[src/rtl/rv32i_types.sv]
// Shared types for the memory-side blocks: arbiter FSM encoding and default line width.
package rv32i_types;

  localparam int unsigned SLineDefault = 256;

  typedef enum logic [1:0] {
    StIdle,
    StGrantI,
    StGrantD,
    StDone
  } arbiter_state_t;

endpackage

[src/rtl/cache_arbiter.sv]
// Round-robin arbiter between I-cache and D-cache line requests onto one physical memory port.
module cache_arbiter
  import rv32i_types::*;
#(
  parameter int unsigned width  = 32,
  parameter int unsigned s_line = SLineDefault
) (
  input  logic              clk,
  input  logic              rst_n,
  input  logic              icache_pmem_read_i,
  input  logic [width-1:0]  icache_pmem_address_i,
  output logic [s_line-1:0] icache_pmem_rdata_o,
  output logic              icache_pmem_resp_o,
  input  logic              dcache_pmem_read_i,
  input  logic              dcache_pmem_write_i,
  input  logic [width-1:0]  dcache_pmem_address_i,
  input  logic [s_line-1:0] dcache_pmem_wdata_i,
  output logic [s_line-1:0] dcache_pmem_rdata_o,
  output logic              dcache_pmem_resp_o,
  output logic              pmem_read_o,
  output logic              pmem_write_o,
  output logic [width-1:0]  pmem_address_o,
  output logic [s_line-1:0] pmem_wdata_o,
  input  logic [s_line-1:0] pmem_rdata_i,
  input  logic              pmem_resp_i
);

  arbiter_state_t state_q, state_d;
  logic           last_grant_q, last_grant_d;  // 0 = I-cache, 1 = D-cache
  logic           d_req;

  assign d_req               = dcache_pmem_read_i | dcache_pmem_write_i;
  assign icache_pmem_rdata_o = pmem_rdata_i;
  assign dcache_pmem_rdata_o = pmem_rdata_i;

  always_ff @(posedge clk or negedge rst_n) begin
    if (!rst_n) begin
      state_q      <= StIdle;
      last_grant_q <= 1'b1;
    end else begin
      state_q      <= state_d;
      last_grant_q <= last_grant_d;
    end
  end

  always_comb begin
    state_d            = state_q;
    last_grant_d       = last_grant_q;
    pmem_read_o        = 1'b0;
    pmem_write_o       = 1'b0;
    pmem_address_o     = '0;
    pmem_wdata_o       = '0;
    icache_pmem_resp_o = 1'b0;
    dcache_pmem_resp_o = 1'b0;

    unique case (state_q)
      StIdle: begin
        if (icache_pmem_read_i && d_req) begin
          state_d = last_grant_q ? StGrantI : StGrantD;
        end else if (icache_pmem_read_i) begin
          state_d = StGrantI;
        end else if (d_req) begin
          state_d = StGrantD;
        end
      end
      StGrantI: begin
        pmem_read_o    = icache_pmem_read_i;
        pmem_address_o = icache_pmem_address_i;
        if (pmem_resp_i) begin
          icache_pmem_resp_o = 1'b1;
          last_grant_d       = 1'b0;
          state_d            = StDone;
        end
      end
      StGrantD: begin
        pmem_read_o    = dcache_pmem_read_i;
        pmem_write_o   = dcache_pmem_write_i;
        pmem_address_o = dcache_pmem_address_i;
        pmem_wdata_o   = dcache_pmem_wdata_i;
        if (pmem_resp_i) begin
          dcache_pmem_resp_o = 1'b1;
          last_grant_d       = 1'b1;
          state_d            = StDone;
        end
      end
      // One dead cycle so the requester can drop its request before re-arbitration.
      StDone:  state_d = StIdle;
      default: state_d = StIdle;
    endcase
  end

  a_i_held: assert property (@(posedge clk) disable iff (!rst_n)
    (state_q == StGrantI) |-> icache_pmem_read_i);
  a_d_held: assert property (@(posedge clk) disable iff (!rst_n)
    (state_q == StGrantD) |-> d_req);
  a_d_rw_excl: assert property (@(posedge clk) disable iff (!rst_n)
    !(dcache_pmem_read_i && dcache_pmem_write_i));

endmodule
[config.mk]
export PLATFORM = sky130hd
export DESIGN_NAME = cache_arbiter
export DESIGN_NICKNAME = d
export VERILOG_FILES = /design/src/rtl/rv32i_types.sv /design/src/rtl/cache_arbiter.sv
export SDC_FILE = /design/constraint.sdc
export NUM_CORES = 1
export LEC_CHECK = 0
export BUFFER_PORTS_ARGS = -buffer_cell sky130_fd_sc_hd__buf_2
export CAP_MARGIN = 40
export CORE_AREA = 10 10 534 536
export CTS_BUF_LIST = sky130_fd_sc_hd__clkbuf_16
export CTS_CLUSTER_SIZE = 28
export DETAILED_ROUTE_END_ITERATION = 10
export DIE_AREA = 0 0 544 546
export SLEW_MARGIN = 20
export SYNTH_ARGS = -nofsm -noshare
export SYNTH_HDL_FRONTEND = slang
export SYNTH_SLANG_ARGS = --single-unit
[constraint.sdc]
create_clock -name clk -period 1.8 [get_ports clk]
set_clock_uncertainty 0.05 [all_clocks]
set_input_delay 0.36 -clock clk [delete_from_list [all_inputs] [get_ports clk]]
set_output_delay 0.36 -clock clk [all_outputs]
set_load 0.01 [all_outputs]
==> summary.txt <==
Timing
  – Final worst slack: -411.1 ps
  – Slew margin rel.: 0.7565
  – Unrepaired setup endpoints after global routing: true
  – Hold Vio Cnt, Final: 0
  – # setup viols final: between 200 and 300
  – Min cycle time layout: 2211 ps
  – Tcrit/Tclk final: 1.228
  – Slew @ Worst Pin: between 300 and 400 ps
  – Peak Freq: roughly 0.45 GHz
  – Fin. max-slew vios: 0

Clocking
  – Worst-case clock buffer depth: 2
  – CTS Sinks: 3
  – Clock transition at the registers of the reported paths: about 30 ps
  – Worst-Skew Late Latency: 230 ps
  – Root Driver: clkbuf_16
  – # H-tree levels: 1
  – CTS tree: done
  – Num CTS Buffers: 3

Synth
  – Cell with the most instances after synthesis: buf_4
  – EDFF count, synth: 0
  – Synth cell count leaders: 513 x buf_4, 259 x and2_1, 33 x a22oi_1, 33 x nor2_1, 23 x buf_6
  – Synth Register Bits: 3
  – Top FF cell, synth: dfrtp_1
  – Mean Syn Cell Area: about 7 um2
  – Yosys top cell by area: buf_4
  – Synthesized instance count: 900
  – Mapped Nets: approximately 1.5k
  – Asr flop ratio synth: 1.000
  – Post-Syn Area: between 0.006 and 0.007 mm2
  – Share of Yosys cell area claimed by the top area cell type: 0.6000
  – Number of distinct library cells after synthesis: 21
  – Synth area leaders: buf_4 60%, and2_1 25%, buf_6 4.0%
  – Sequential area share after synthesis: 0.01189
  – Yosys warnings: 0

Global routing
  – Initial antenna violation count: between 150 and 200
  – Total GRT Usage: 0.1321
  – Largest net degree at the start of global routing: 66
  – First-pass GRT wire length: ~230,000 um
  – Global route total overflow: 0
  – Number of global-route vias before repair: ~7.0k

Floorplan
  – Initial Util: 0.02336
  – Chip height: roughly 550 um
  – Core area: 0.2748 mm2
  – IO Pins: between 1k and 1.5k
  – Std cell rows: about 190
  – Die footprint: 0.2970 mm2
  – Die width: about 540 um

Setup path
  – Crit. End Element: primary output
  – Max FO, Critical Path: 6
  – CP peak stage delay: 410 ps
  – RR Startpoint: state_q[1]$_DFFE_PN0P_
  – Critical Path Start Type: flip-flop
  – End of the critical path: pmem_wdata_o[133]
  – Data required, critical path: roughly 1400 ps
  – Critical Path AT: 1800 ps
  – Terminus of the critical flop-to-flop path: state_q[1]$_DFFE_PN0P_
  – Slowest CP cell: dfrtp_1
  – Worst R2R Path Depth: 7
  – Critical Path, Cell by Cell: buf_6 > ha_4 > buf_16 > buf_12 > buf_16 > and2_1 > buf_6
  – Reg-to-reg slack, setup: 20 ps
  – Crit path launch: state_q[1]$_DFFE_PN0P_
  – Crit Path Class: reg -> out

Layout
  – Fin nets: 1,624
  – Area Overhead vs Synth: 107.9%
  – Layout Utilization: 0.04856
  – Layout cells sized above 1: 0.8542
  – Filler Cell Count: between 30k and 40k

Detailed routing
  – Vias: just under 8k
  – DR pass1 iterations: 5
  – DRT Wirelength: roughly 210,000 um
  – Residual DRC: 0
  – Final ANT Viol Nets: 0
  – 1st-iter DRT viols: ~450
  – Drt wl/cell: ~45 um
  – Vias/cell: 1.652

Placed design
  – Post-DP HPWL: approximately 200,000 um
  – Port Buffers: between 600 and 700
  – Pre-CTS setup slack: -351.1 ps
  – Gpl congestion: roughly 0.85

Power and ir drop
  – Peak VDD IR: around 0.85 mV
  – P_sw: 8.521 mW
  – Leak: slightly below 5 nW
  – Sequential power share: 0.008
  – Internal power: roughly 8.5 mW
  – Pwr Density: between 1000 and 1500 mW/mm2
  – Gate power share: 0.971
  – Sw Share: 0.5020
  – Clock share of power: 0.021

Run status
  – Run status: finished with violations
  – Failing checks: setup timing

Min path
  – HP Class: in -> reg

Job
  – Max-cap violations: 0
[per-layer routing]
layer	vias up	GRT usage	routed length [um]
met2	1622	0.1949	86660
li1	2558	-	-
met3	420	0.2050	69800
met5	-	0.006817	759
met1	3058	0.08871	48730
met4	72	0.02583	6719
[area by class of cell]
cell class | count | area (um2) | share of cell area
flip-flops and latches | 3 | 76.32 | 0.005719
repair buffers | 684 | 5833 | 0.4371
clock inverters | 1 | 3.754 | 0.0002813
clock buffers | 3 | 75.07 | 0.005625
diodes | 35 | 87.58 | 0.006563
inverters | 4 | 27.53 | 0.002063
well taps | 3607 | 4513 | 0.3382
multi-input cells | 341 | 2729 | 0.2045
[power groups by stage]
stage	clock, mW	combinational [mW]	sequential, mW
after floorplan	0	5.31	0.133
after global placement	0	10.4	0.139
after detailed placement	0	10.5	0.140
after CTS	0.362	12.7	0.139
after global routing	0.367	17.3	0.146
final	0.357	16.5	0.143
[kinds of logic after synthesis]
| kind of cell | synth area share |
|---|---|
| buffers and inverters | 0.6538 |
| AND/OR/NAND/NOR | 0.2762 |
| AO/OA/AOI/OAI | 0.04444 |
| adder cells (fa/ha/maj) | 0.009747 |
| flip-flops | 0.01189 |
| multiplexers | 0.003898 |
[metrics by stage]
step | hold WS, ps | setup TNS (ps) | power (mW) | area [um2] | instances
after global placement | 112.1 | -22130 | 10.54 | 10580 | 4598
after floorplan | 14.41 | 0 | 5.439 | 6419 | 900
after CTS | 373.0 | -93810 | 13.20 | 11300 | 4616
final | 367.8 | -100790 | 16.97 | 13350 | 4678
after global routing | 384.6 | -111400 | 17.78 | 13290 | 4655
after detailed placement | 111.8 | -34620 | 10.64 | 10580 | 4598
[critical path: cells and delay by family, from the launching register on]
| kind | cells | cell delay (ps) |
|---|---|---|
| adders and majority gates | 1 | 180 |
| DFF | 1 | 410 |
| buffers and inverters | 5 | 770 |
| and+or+nand+nor | 1 | 150 |
[worst min-delay path by stage]
stage	startpoint	to	slack, ps	depth (start not counted)
2_1_floorplan	rst_n	state_q[0]$_DFFE_PN0P_	10	0
3_3_place_gp	rst_n	state_q[1]$_DFFE_PN0P_	110	1
3_5_place_dp	rst_n	state_q[1]$_DFFE_PN0P_	110	1
4_1_cts	pmem_resp_i	last_grant_q$_DFFE_PN1P_	370	3
5_1_grt	pmem_resp_i	last_grant_q$_DFFE_PN1P_	380	3
6_report	pmem_resp_i	last_grant_q$_DFFE_PN1P_	370	3
[cells in the final DEF (no fill, tap or decap)]
| cell type | synthesis | layout |
|---|---|---|
| a2bb2oi_2 | 1 | 1 |
| bufbuf_16 | 0 | 1 |
| o221ai_1 | 2 | 2 |
| buf_4 | 513 | 42 |
| buf_6 | 23 | 170 |
| nor2_2 | 1 | 10 |
| a22oi_2 | 0 | 23 |
| diode_2 | 0 | 35 |
| buf_8 | 0 | 7 |
| buf_16 | 0 | 11 |
| ha_4 | 0 | 2 |
| buf_2 | 9 | 397 |
| mux2i_1 | 1 | 1 |
| dlygate4sd3_1 | 0 | 1 |
| nor2b_1 | 1 | 1 |
| nor2_4 | 0 | 5 |
| nor2_1 | 33 | 19 |
| clkbuf_16 | 0 | 16 |
| nand2b_1 | 2 | 2 |
| o21ai_0 | 1 | 1 |
| and2_1 | 259 | 107 |
| ha_2 | 0 | 1 |
| dfstp_2 | 1 | 1 |
| dfrtp_1 | 2 | 2 |
| nand2_1 | 1 | 1 |
| ha_1 | 5 | 2 |
| and2_4 | 0 | 152 |
| buf_12 | 0 | 42 |
| mux2_4 | 1 | 1 |
| inv_2 | 1 | 2 |
| inv_1 | 3 | 2 |
| a22oi_1 | 33 | 10 |
| clkinv_8 | 0 | 1 |
[state kept, by name (all words and copies together) (netlist names)]
name,count
last_grant_q,1
state_q,2
[repair_timing]
item | 4_1_cts | 5_1_grt
resized for setup | 120 | 433
hold endpoints to repair | 2 | 0
setup endpoints to repair | 293 | 294
pin swaps | 4 | 0
gates cloned | 6 | 21
setup buffers | 7 | 6
hold buffers | 1 | 0
(Power assumes the default switching activity.)
